<file path="src/rtl/delay_scan_pkg.sv">
// Shared types and constants for the ADC delay-scan sequencer.
package delay_scan_pkg;

    localparam int DLY_W   = 6;
    localparam int MOD_W   = 7;
    localparam int CNT_W   = 7;
    localparam int DLY_MAX = 63;

    typedef enum logic [2:0] {
        ST_IDLE,
        ST_APPLY,
        ST_LOAD,
        ST_SETTLE,
        ST_MEAS,
        ST_NEXT
    } state_t;

    // One bit wider than a delay so the top-of-range overflow stays visible.
    function automatic logic [DLY_W:0] next_delay(input logic [DLY_W-1:0] dly,
                                                  input logic [DLY_W-1:0] step);
        logic [DLY_W-1:0] eff;
        eff = (step == '0) ? DLY_W'(1) : step;
        return {1'b0, dly} + {1'b0, eff};
    endfunction

endpackage

</file>
<file path="src/rtl/delay_scan_settle_timer.sv">
// Loadable down-counter that stops at zero and flags it.
module delay_scan_settle_timer #(
    parameter int SETTLE_W = 8
) (
    input  logic                i_clk,
    input  logic                i_rst_n,
    input  logic                i_load,
    input  logic [SETTLE_W-1:0] i_value,
    input  logic                i_dec,
    output logic                o_zero
);

    logic [SETTLE_W-1:0] r_count;

    always_ff @(posedge i_clk or negedge i_rst_n) begin
        if (!i_rst_n) begin
            r_count <= '0;
        end else if (i_load) begin
            r_count <= i_value;
        end else if (i_dec && (r_count != '0)) begin
            r_count <= r_count - SETTLE_W'(1);
        end
    end

    assign o_zero = (r_count == '0);

endmodule

</file>
<file path="src/rtl/delay_scan_ctrl.sv">
// Scan sequencer: steps scan_delay through delay_calc, loads the IODELAY,
// settles, requests a measurement, and slots in delay_modifier updates.
module delay_scan_ctrl
    import delay_scan_pkg::*;
#(
    parameter int SETTLE_W = 8
) (
    input  logic                i_clk40,
    input  logic                i_rst_n,
    input  logic                i_start,
    input  logic                i_abort,
    input  logic [5:0]          i_scan_first,
    input  logic [5:0]          i_scan_last,
    input  logic [5:0]          i_scan_step,
    input  logic [SETTLE_W-1:0] i_settle_cycles,
    input  logic                i_stop_on_sat,
    input  logic                i_saturated,
    input  logic                i_mod_req,
    input  logic [6:0]          i_mod_value,
    output logic                o_mod_ack,
    output logic                o_meas_req,
    input  logic                i_meas_done,
    output logic [5:0]          o_scan_delay,
    output logic [6:0]          o_delay_modifier,
    output logic                o_strb,
    output logic                o_dly_load,
    output logic                o_busy,
    output logic                o_done,
    output logic                o_sat_flag,
    output logic [6:0]          o_step_count
);

    state_t             r_state;
    logic               r_single;
    logic               r_mod_ack;
    logic               r_meas_req;
    logic [DLY_W-1:0]   r_scan_delay;
    logic [MOD_W-1:0]   r_delay_modifier;
    logic               r_strb;
    logic               r_dly_load;
    logic               r_busy;
    logic               r_done;
    logic               r_sat_flag;
    logic [CNT_W-1:0]   r_step_count;

    logic [DLY_W:0]     w_nxt;
    logic               w_last;
    logic               w_tmr_zero;
    logic               w_tmr_load;
    logic               w_tmr_dec;

    assign w_nxt  = next_delay(r_scan_delay, i_scan_step);
    assign w_last = (w_nxt > {1'b0, i_scan_last}) || (w_nxt > (DLY_W+1)'(DLY_MAX));

    // LOAD only falls through to SETTLE when settle_cycles is non-zero, so
    // loading N-1 gives exactly N SETTLE cycles.
    assign w_tmr_load = (r_state == ST_LOAD);
    assign w_tmr_dec  = (r_state == ST_SETTLE);

    delay_scan_settle_timer #(
        .SETTLE_W (SETTLE_W)
    ) u_settle (
        .i_clk   (i_clk40),
        .i_rst_n (i_rst_n),
        .i_load  (w_tmr_load),
        .i_value (i_settle_cycles - SETTLE_W'(1)),
        .i_dec   (w_tmr_dec),
        .o_zero  (w_tmr_zero)
    );

    always_ff @(posedge i_clk40 or negedge i_rst_n) begin
        if (!i_rst_n) begin
            r_state          <= ST_IDLE;
            r_single         <= 1'b0;
            r_mod_ack        <= 1'b0;
            r_meas_req       <= 1'b0;
            r_scan_delay     <= '0;
            r_delay_modifier <= '0;
            r_strb           <= 1'b0;
            r_dly_load       <= 1'b0;
            r_busy           <= 1'b0;
            r_done           <= 1'b0;
            r_sat_flag       <= 1'b0;
            r_step_count     <= '0;
        end else begin
            r_strb     <= 1'b0;
            r_dly_load <= 1'b0;
            r_done     <= 1'b0;
            r_mod_ack  <= 1'b0;
            if (i_abort) begin
                r_state    <= ST_IDLE;
                r_meas_req <= 1'b0;
                r_busy     <= 1'b0;
                r_single   <= 1'b0;
            end else begin
                case (r_state)
                    ST_IDLE: begin
                        if (i_start) begin
                            r_scan_delay <= i_scan_first;
                            r_step_count <= '0;
                            r_sat_flag   <= 1'b0;
                            r_busy       <= 1'b1;
                            r_strb       <= 1'b1;
                            r_state      <= ST_APPLY;
                        end else if (i_mod_req) begin
                            r_delay_modifier <= i_mod_value;
                            r_mod_ack        <= 1'b1;
                            r_single         <= 1'b1;
                            r_strb           <= 1'b1;
                            r_state          <= ST_APPLY;
                        end
                    end
                    ST_APPLY: begin
                        r_dly_load <= 1'b1;
                        r_state    <= ST_LOAD;
                    end
                    ST_LOAD: begin
                        if (i_saturated) begin
                            r_sat_flag <= 1'b1;
                        end
                        if (r_single) begin
                            r_single <= 1'b0;
                            r_state  <= ST_IDLE;
                        end else if (i_stop_on_sat && i_saturated) begin
                            r_busy  <= 1'b0;
                            r_state <= ST_IDLE;
                        end else if (i_settle_cycles == '0) begin
                            r_meas_req <= 1'b1;
                            r_state    <= ST_MEAS;
                        end else begin
                            r_state <= ST_SETTLE;
                        end
                    end
                    ST_SETTLE: begin
                        if (w_tmr_zero) begin
                            r_meas_req <= 1'b1;
                            r_state    <= ST_MEAS;
                        end
                    end
                    ST_MEAS: begin
                        // End-of-scan is decided here so done lands one cycle after meas_done.
                        if (i_meas_done) begin
                            r_meas_req <= 1'b0;
                            if (r_step_count != '1) begin
                                r_step_count <= r_step_count + CNT_W'(1);
                            end
                            if (w_last) begin
                                r_done  <= 1'b1;
                                r_busy  <= 1'b0;
                                r_state <= ST_IDLE;
                            end else begin
                                r_state <= ST_NEXT;
                                if (i_mod_req) begin
                                    r_delay_modifier <= i_mod_value;
                                    r_mod_ack        <= 1'b1;
                                end
                            end
                        end
                    end
                    ST_NEXT: begin
                        r_scan_delay <= w_nxt[DLY_W-1:0];
                        r_strb       <= 1'b1;
                        r_state      <= ST_APPLY;
                        // A request already acknowledged on entry is still visible this cycle.
                        if (i_mod_req && !r_mod_ack) begin
                            r_delay_modifier <= i_mod_value;
                            r_mod_ack        <= 1'b1;
                        end
                    end
                    default: begin
                        r_state <= ST_IDLE;
                    end
                endcase
            end
        end
    end

    assign o_mod_ack        = r_mod_ack;
    assign o_meas_req       = r_meas_req;
    assign o_scan_delay     = r_scan_delay;
    assign o_delay_modifier = r_delay_modifier;
    assign o_strb           = r_strb;
    assign o_dly_load       = r_dly_load;
    assign o_busy           = r_busy;
    assign o_done           = r_done;
    assign o_sat_flag       = r_sat_flag;
    assign o_step_count     = r_step_count;

endmodule

</file>
<file path="config.mk">
export PLATFORM = sky130hd
export DESIGN_NAME = delay_scan_ctrl
export DESIGN_NICKNAME = d
export VERILOG_FILES = /design/src/rtl/delay_scan_pkg.sv /design/src/rtl/delay_scan_settle_timer.sv /design/src/rtl/delay_scan_ctrl.sv
export SDC_FILE = /design/constraint.sdc
export NUM_CORES = 1
export LEC_CHECK = 0
export CAP_MARGIN = 20
export CORE_ASPECT_RATIO = 0.8
export CORE_MARGIN = 2
export CORE_UTILIZATION = 53
export CTS_CLUSTER_SIZE = 28
export DETAILED_ROUTE_END_ITERATION = 7
export GPL_ROUTABILITY_DRIVEN = 0
export PLACE_DENSITY = 0.86
export SYNTH_ARGS = -nofsm -noshare
export SYNTH_HDL_FRONTEND = slang
export SYNTH_HIERARCHICAL = 1
export SYNTH_SLANG_ARGS = --single-unit
</file>
<file path="constraint.sdc">
create_clock -name i_clk40 -period 6.4 [get_ports i_clk40]
set_input_delay 1.28 -clock i_clk40 [delete_from_list [all_inputs] [get_ports i_clk40]]
set_output_delay 1.28 -clock i_clk40 [all_outputs]
set_load 0.03 [all_outputs]
</file>
==> results of run 1 <==
## area by class of cell
| class | count | area [sq um] | share of cell area |
|---|---|---|---|
| clock inverters | 3 | 46.3 | 0.0134 |
| inverters | 19 | 71.3 | 0.0206 |
| repair buffers | 69 | 681 | 0.197 |
| multi-input cells | 221 | 1540 | 0.446 |
| flip-flops and latches | 39 | 976 | 0.282 |
| clock buffers | 5 | 68.8 | 0.0199 |
| well taps | 60 | 75.1 | 0.0217 |
## state kept, by name, indices dropped and copies added (netlist names)
register and count:
o_dly_load 1, o_meas_req 1, r_state 3, o_step_count 7
o_done 1, o_sat_flag 1, r_single 1, o_scan_delay 6
o_busy 1, o_delay_modifier 7, o_mod_ack 1, u_settle/r_count 8
o_strb 1
## metal layers
metal,vias up,part of all wire
met1,1125,0.46
met3,7,0.068
met4,0,0.010
met5,-,0
met2,101,0.46
li1,1191,-
## per-stage QoR
step           worst slack (ns)  hold WS, ns  total power, mW  cell area, sq um
5_1_grt                    1.28        0.542             1.24              3460
6_report                   1.56        0.516             1.16              3460
3_3_place_gp               1.49        0.505            0.929              3340
4_1_cts                    1.55        0.517             1.16              3460
2_1_floorplan              2.22        0.529            0.756              2640
3_5_place_dp               1.29        0.494            0.947              3340
## power breakdown
part           switching [mW]  internal [mW]  leakage, nW  total (mW)
Sequential             0.0722          0.315        0.496       0.387
Combinational           0.298          0.265        0.982       0.563
Clock                  0.0948          0.117       0.0548       0.212
## kinds of logic after synthesis
group,synth area share
flops,0.370
mux,0.0588
fa+ha+maj,0.0835
buf+inv,0.0460
xor+xnor,0.0398
compound gates,0.186
simple gates,0.216
## layout by cell type, fill, tap and decap left out, drive strengths merged, types with 13 or more instances in the layout
master / n
nand3: 13
nor2: 23
o21ai: 17
clkdlybuf4s50: 66
nand2: 22
a21oi: 17
dfrtp: 39
inv: 19
ha: 16
## final timing paths
path / startpoint / endpoint / slack (ns) / cells past startpoint
setup / recovery: i_scan_step[1] / o_delay_modifier[4] / 1.56 / 14
hold / removal: o_delay_modifier[4] / o_delay_modifier[4] / 0.52 / 1
setup reg to reg: o_scan_delay[0] / o_delay_modifier[4] / 3.07 / 11
hold reg to reg: o_delay_modifier[4] / o_delay_modifier[4] / 0.52 / 1
max in group asynchronous: i_rst_n / u_settle/r_count[1] / 4.77 / 1
min in group asynchronous: i_rst_n / r_single / 1.09 / 1
## critical path, cell delays in order
cell and delay [ns]:
clkdlybuf4s50_1 0.46, or4_1 0.59, o21bai_1 0.20, ha_1 0.23, fa_1 0.26, a21o_2 0.14
a21oi_1 0.07, xnor2_1 0.15, ha_1 0.30, nand3_1 0.10, a21o_1 0.17, a21oi_1 0.22
o31a_1 0.51, mux2_4 0.34
==> metrics.md, run 1 <==
| Metric | Value |
|---|---|
| Leakage | around 1.5 nW |
| Clk root buf | clkbuf_8 |
| Via density | 5.83 |
| RSZ-0062 raised after global routing | false |
| Starting density of the core | 0.564 |
| Worst slew margin | 0.419 |
| Hold Path Class | reg2reg |
| Max-slew violations | 0 |
| I/O Buffers | 67 |
| Met1 Use GR | 0.315 |
| VDD IR max | around 240 uV |
| Path type of the worst setup path | in2reg |
| Worst EP required | 6.59 ns |
| Filler cells | 363 |
| Core area | 0.00468 sq mm |
| Async SR Flop Fraction | 1.00 |
| Setup TNS | 0 ns |
| Yosys top cell area share | 0.370 |
| Die Span Y | 67.1 um |
| Max frequency | 207 MHz |
| Critical path capture point type | register |
| Worst-path clk slew | 0.08 ns |
| Longest Clk Path Bufs | 2 |
| Antenna cells | 0 |
| Final-stage net count | between 400 and 500 |
| Final setup vio count | 0 |
| Met2 global-route usage | 0.386 |
| Final critical path time including I/O delays and setup | 4.84 ns |
| Crit share post-route | 0.756 |
| CTS sink count | 39 |
| Worst-skew pair later-pin latency | 0.30 ns |
| Largest net degree at the start of global routing | 40 |
| Post-synth top area cell | dfrtp_1 |
| MaxCap Viol Count | 0 |
| Synth Instances | 289 |
| Syn Nets | 347 |
| H-tree depth | 2 |
| Dominant synthesized flop cell | dfrtp_1 |
| Placed cells | 408 |
| Top Ports | 68 |
| Arr. time, crit path | 5.03 ns |
| Final worst clock skew | roughly 0.014 ns |
| Die width | 82.9 um |
| Most frequent cells after synthesis | dfrtp_1 (39), nor2_1 (23), nand2_1 (22), inv_1 (18) |
| Power Dens Cells | 336 mW/mm^2 |
| Fraction of layout cells with a size suffix above 1 | 0.0758 |
| Status | complete, no violations |
| Mapped Area | 0.00264 sq mm |
| Global-route wire length before repair | 10.3 mm |
| Via count | 2424 |
| # hold bufs at CTS | 0 |
| Total CTS buffers | 5 |
| Initial antenna violation count | 0 |
| CTS resizes | 0 |
| Count of cell types in the netlist | 55 |
| Avg WL per Cell | approximately 15 um |
| Mapped Avg Cell Area | about 9.1 sq um |
| Final hold violations | 0 |
| Initial drt markers | 173 |
| Remaining DRCs | 0 |
| Worst Setup Start Kind | input port |
| Post-DP HPWL | around 4.7 mm |
| Most frequent cell after synthesis | dfrtp_1 |
| DR pass1 iterations | 5 |
| Antenna-violating nets left | 0 |
| Die area | 0.00556 sq mm |
| Register bit total from synthesis | 39 |
| GRT met3 Usage | 0.0409 |
| Row Count | 22 |
| Critical Path Fanout Max | 8 |
| EDFF count, synth | 0 |
| Total Wirelength | 6.22 mm |
| Utilization after layout | 0.739 |
| Post-CTS setup buffer count | 0 |
| Area grow syn2layout | 31.1% |
| Total GRT Usage | 0.231 |
| YS warnings | 6 |
| TritonCTS clock tree | built |
| Post-Layout Cell Count | 416 |
| Sequential fraction of the synthesis area | 0.370 |
| Worst slew pin tran | 0.871 ns |
| Ranking of synthesized cells by area | dfrtp_1 (37%), ha_1 (7.6%), mux2_4 (4.0%) |
| GR peak layer | met2 |
| Vias in the first global route | about 2200 |
| Grt ovf | 0 |
Power figures use the tool's default switching activity.
==> run 2, diff against run 1 <==
--- a/config.mk
+++ b/config.mk
@@ -8,11 +8,11 @@
 export CAP_MARGIN = 20
 export CORE_ASPECT_RATIO = 0.8
 export CORE_MARGIN = 2
-export CORE_UTILIZATION = 53
+export CORE_UTILIZATION = 49
 export CTS_CLUSTER_SIZE = 28
 export DETAILED_ROUTE_END_ITERATION = 7
 export GPL_ROUTABILITY_DRIVEN = 0
-export PLACE_DENSITY = 0.86
+export PLACE_DENSITY = 0.8
 export SYNTH_ARGS = -nofsm -noshare
 export SYNTH_HDL_FRONTEND = slang
 export SYNTH_HIERARCHICAL = 1
==> constraint.sdc (replaced) <==
create_clock -name i_clk40 -period 4.8 [get_ports i_clk40]
set_input_delay 0.96 -clock i_clk40 [delete_from_list [all_inputs] [get_ports i_clk40]]
set_output_delay 0.96 -clock i_clk40 [all_outputs]
set_load 0.03 [all_outputs]
==> run 2 against run 1 <==
Utilization decreased by 6.1 points; cell area about the same; routed wire length up 5.3%; setup slack worse by 1.2 ns; final cell count grew 0.24%; critical path depth did not move; critical path type unchanged; highest routed layer unchanged.
==> metrics.md, run 2 (synthesis results as in run 1) <==
| Metric | Value |
|---|---|
| Starting density of the core | 0.518 (-0.0458) |
| Max-slew violations | 0 (unchanged) |
| Initial drt markers | 153 (-12%) |
| Total GRT Usage | 0.227 (-0.00395) |
| Total CTS buffers | 5 (unchanged) |
| Max frequency | approximately 220 MHz |
| VDD IR max | 199 uV (-17%) |
| Longest Clk Path Bufs | 2 (unchanged) |
| Worst-skew pair later-pin latency | 0.29 ns (about the same) |
| Commonest non-fill, non-tap cells in the layout | clkdlybuf4s50_1 (66), dfrtp_1 (39), nor2_1 (23) |
| RSZ-0062 raised after global routing | false |
| Via count | 2378 (-1.9%) |
| Area grow syn2layout | 31.0% (about the same) |
| Avg WL per Cell | 15.7 um (+5.1%) |
| H-tree depth | 2 (unchanged) |
| Crit share post-route | 0.929 |
| # hold bufs at CTS | 0 (unchanged) |
| Post-CTS setup buffer count | 0 (unchanged) |
| Critical path capture point type | register |
| Worst Hold Launch | o_delay_modifier[0] |
| Via density | 5.70 (-2.1%) |
| Clk root buf | clkbuf_8 |
| Worst EP required | 4.97 ns (-1.62 ns) |
| DP Area | 0.00334 sq mm (-0.15%) |
| CTS resizes | 0 (unchanged) |
| Core area | 0.00509 sq mm (+8.9%) |
| I/O Buffers | 67 (unchanged) |
| Arr. time, crit path | 4.64 ns (-0.39 ns) |
| Filler cells | 424 (+17%) |
| Worst Setup Start Kind | input port |
| Most common cell after layout, fill and taps aside | clkdlybuf4s50_1 |
| Row Count | 23 (+4.5%) |
| Die area | 0.00599 sq mm (+7.7%) |
| Worst slew margin | 0.303 (-0.116) |
| Antenna cells | 0 (unchanged) |
| TritonCTS clock tree | built |
| Largest reg by FF count | u_settle/r_count |
| Total Wirelength | 6.56 mm (+5.3%) |
| Worst slew pin tran | 1.04 ns (+0.170 ns) |
| Reg2reg start | o_scan_delay[1] |
| Die Span Y | 69.6 um (+3.8%) |
| Die width | 86.0 um (+3.8%) |
| Vias in the first global route | 2309 (+4.3%) |
| MaxCap Viol Count | 0 (unchanged) |
| Leakage | 1.53 nW (about the same) |
| Max reg flops | 8 (unchanged) |
| R2R setup slack | 1.29 ns (-1.78 ns) |
| CP startpoint | i_scan_step[1] |
| Final worst clock skew | 0.00986 ns (-0.00390 ns) |
| Fraction of layout cells with a size suffix above 1 | 0.0732 (-0.00260) |
| Largest net degree at the start of global routing | 40 (unchanged) |
| Final hold violations | 0 (unchanged) |
| DR pass1 iterations | 5 (unchanged) |
| Top Ports | 68 (unchanged) |
| Critical Path Fanout Max | 8 (unchanged) |
| Status | complete, no violations |
| CTS sink count | 39 (unchanged) |
| Initial antenna violation count | 0 (unchanged) |
| Antenna-violating nets left | 0 (unchanged) |
| Final setup vio count | 0 (unchanged) |
| Worst-path clk slew | 0.08 ns (about the same) |
| Design Area, Final | 0.00346 sq mm (about the same) |
| Remaining DRCs | 0 (unchanged) |
| Global-route wire length before repair | 10.8 mm (+5.6%) |
| Final-stage net count | 412 (-0.24%) |
| Power Dens Cells | 451 mW/mm^2 (+34%) |
| Hold Path Class | reg2reg |
| Grt ovf | 0 (unchanged) |
| Final critical path time including I/O delays and setup | ~4.5 ns |
| Path type of the worst setup path | in2reg |
| Post-DP HPWL | 4.98 mm (+7.0%) |
| Setup TNS | 0 ns (unchanged) |
-- run 2: changes by cell type in the layout (fill, tap and decap cells not counted), sizes merged --
cell | before | now
buf | 3 | 2
clkbuf | 5 | 6
clkinv | 1 | 2
clkinvlp | 1 | 0
inv | 19 | 18
-- run 2: critical path, cell delays in order --
cell and delay (ns):
clkdlybuf4s50_1 0.47, or4_1 0.53, o21bai_1 0.14, ha_1 0.21
fa_1 0.25, a21o_2 0.14, a21oi_1 0.07, xnor2_1 0.16
ha_1 0.31, nand3_1 0.11, a21o_1 0.17, a21oi_1 0.24
o31a_1 0.54, mux2_4 0.35
-- run 2: worst paths after layout --
| check | to | cells after the start |
|---|---|---|
| max | o_delay_modifier[5] | 14 |
| min in group asynchronous | o_scan_delay[1] | 1 |
| max reg2reg | o_delay_modifier[5] | 11 |
| max in group asynchronous | r_state[1] | 1 |
| min reg2reg | o_delay_modifier[0] | 1 |
| min | o_delay_modifier[0] | 1 |
-- run 2: power breakdown --
group	internal (mW)	switching, mW	leakage, nW	total [mW]
clock	0.168	0.117	0.0612	0.286
combinational	0.354	0.400	0.977	0.753
sequential	0.420	0.0999	0.496	0.520
total	0.942	0.617	1.53	1.56
-- run 2: per-stage QoR --
| stage | util | worst slack [ns] | hold WS [ns] | instances | total power [mW] |
|---|---|---|---|---|---|
| 3_5_place_dp | 0.656 | 0.0300 | 0.500 | 409 | 1.27 |
| 5_1_grt | 0.679 | 0.0968 | 0.540 | 417 | 1.66 |
| 2_1_floorplan | - | 0.938 | 0.529 | 289 | 1.01 |
| 4_1_cts | 0.679 | 0.328 | 0.520 | 417 | 1.57 |
| 6_report | 0.679 | 0.339 | 0.522 | 417 | 1.56 |
| 3_3_place_gp | 0.656 | 0.169 | 0.497 | 409 | 1.24 |
-- run 2: layer usage --
layer	GRT usage	vias to the layer above	share of wire
met5	0	-	0
li1	-	1188	-
met1	0.302	1092	0.45
met4	0.0600	0	0.0063
met3	0.0440	4	0.062
met2	0.378	94	0.48
-- run 2: area by class of cell --
cell class                 instances  area [sq um]  area share
multi-input combinational        221          1540       0.446
sequential                        39           976       0.282
clock inverter                     2          35.0      0.0101
inverter                          19          71.3      0.0206
clock buffer                       6          82.6      0.0239
tap                               62          77.6      0.0224
timing repair buffer              68           673       0.195
==> run 3, diff against run 2 <==
--- a/config.mk
+++ b/config.mk
@@ -17,3 +17,4 @@
 export SYNTH_HDL_FRONTEND = slang
 export SYNTH_HIERARCHICAL = 1
 export SYNTH_SLANG_ARGS = --single-unit
+export TNS_END_PERCENT = 30
==> results of run 3 <==
Final layout, timing and power as in run 2 (identical DEF).
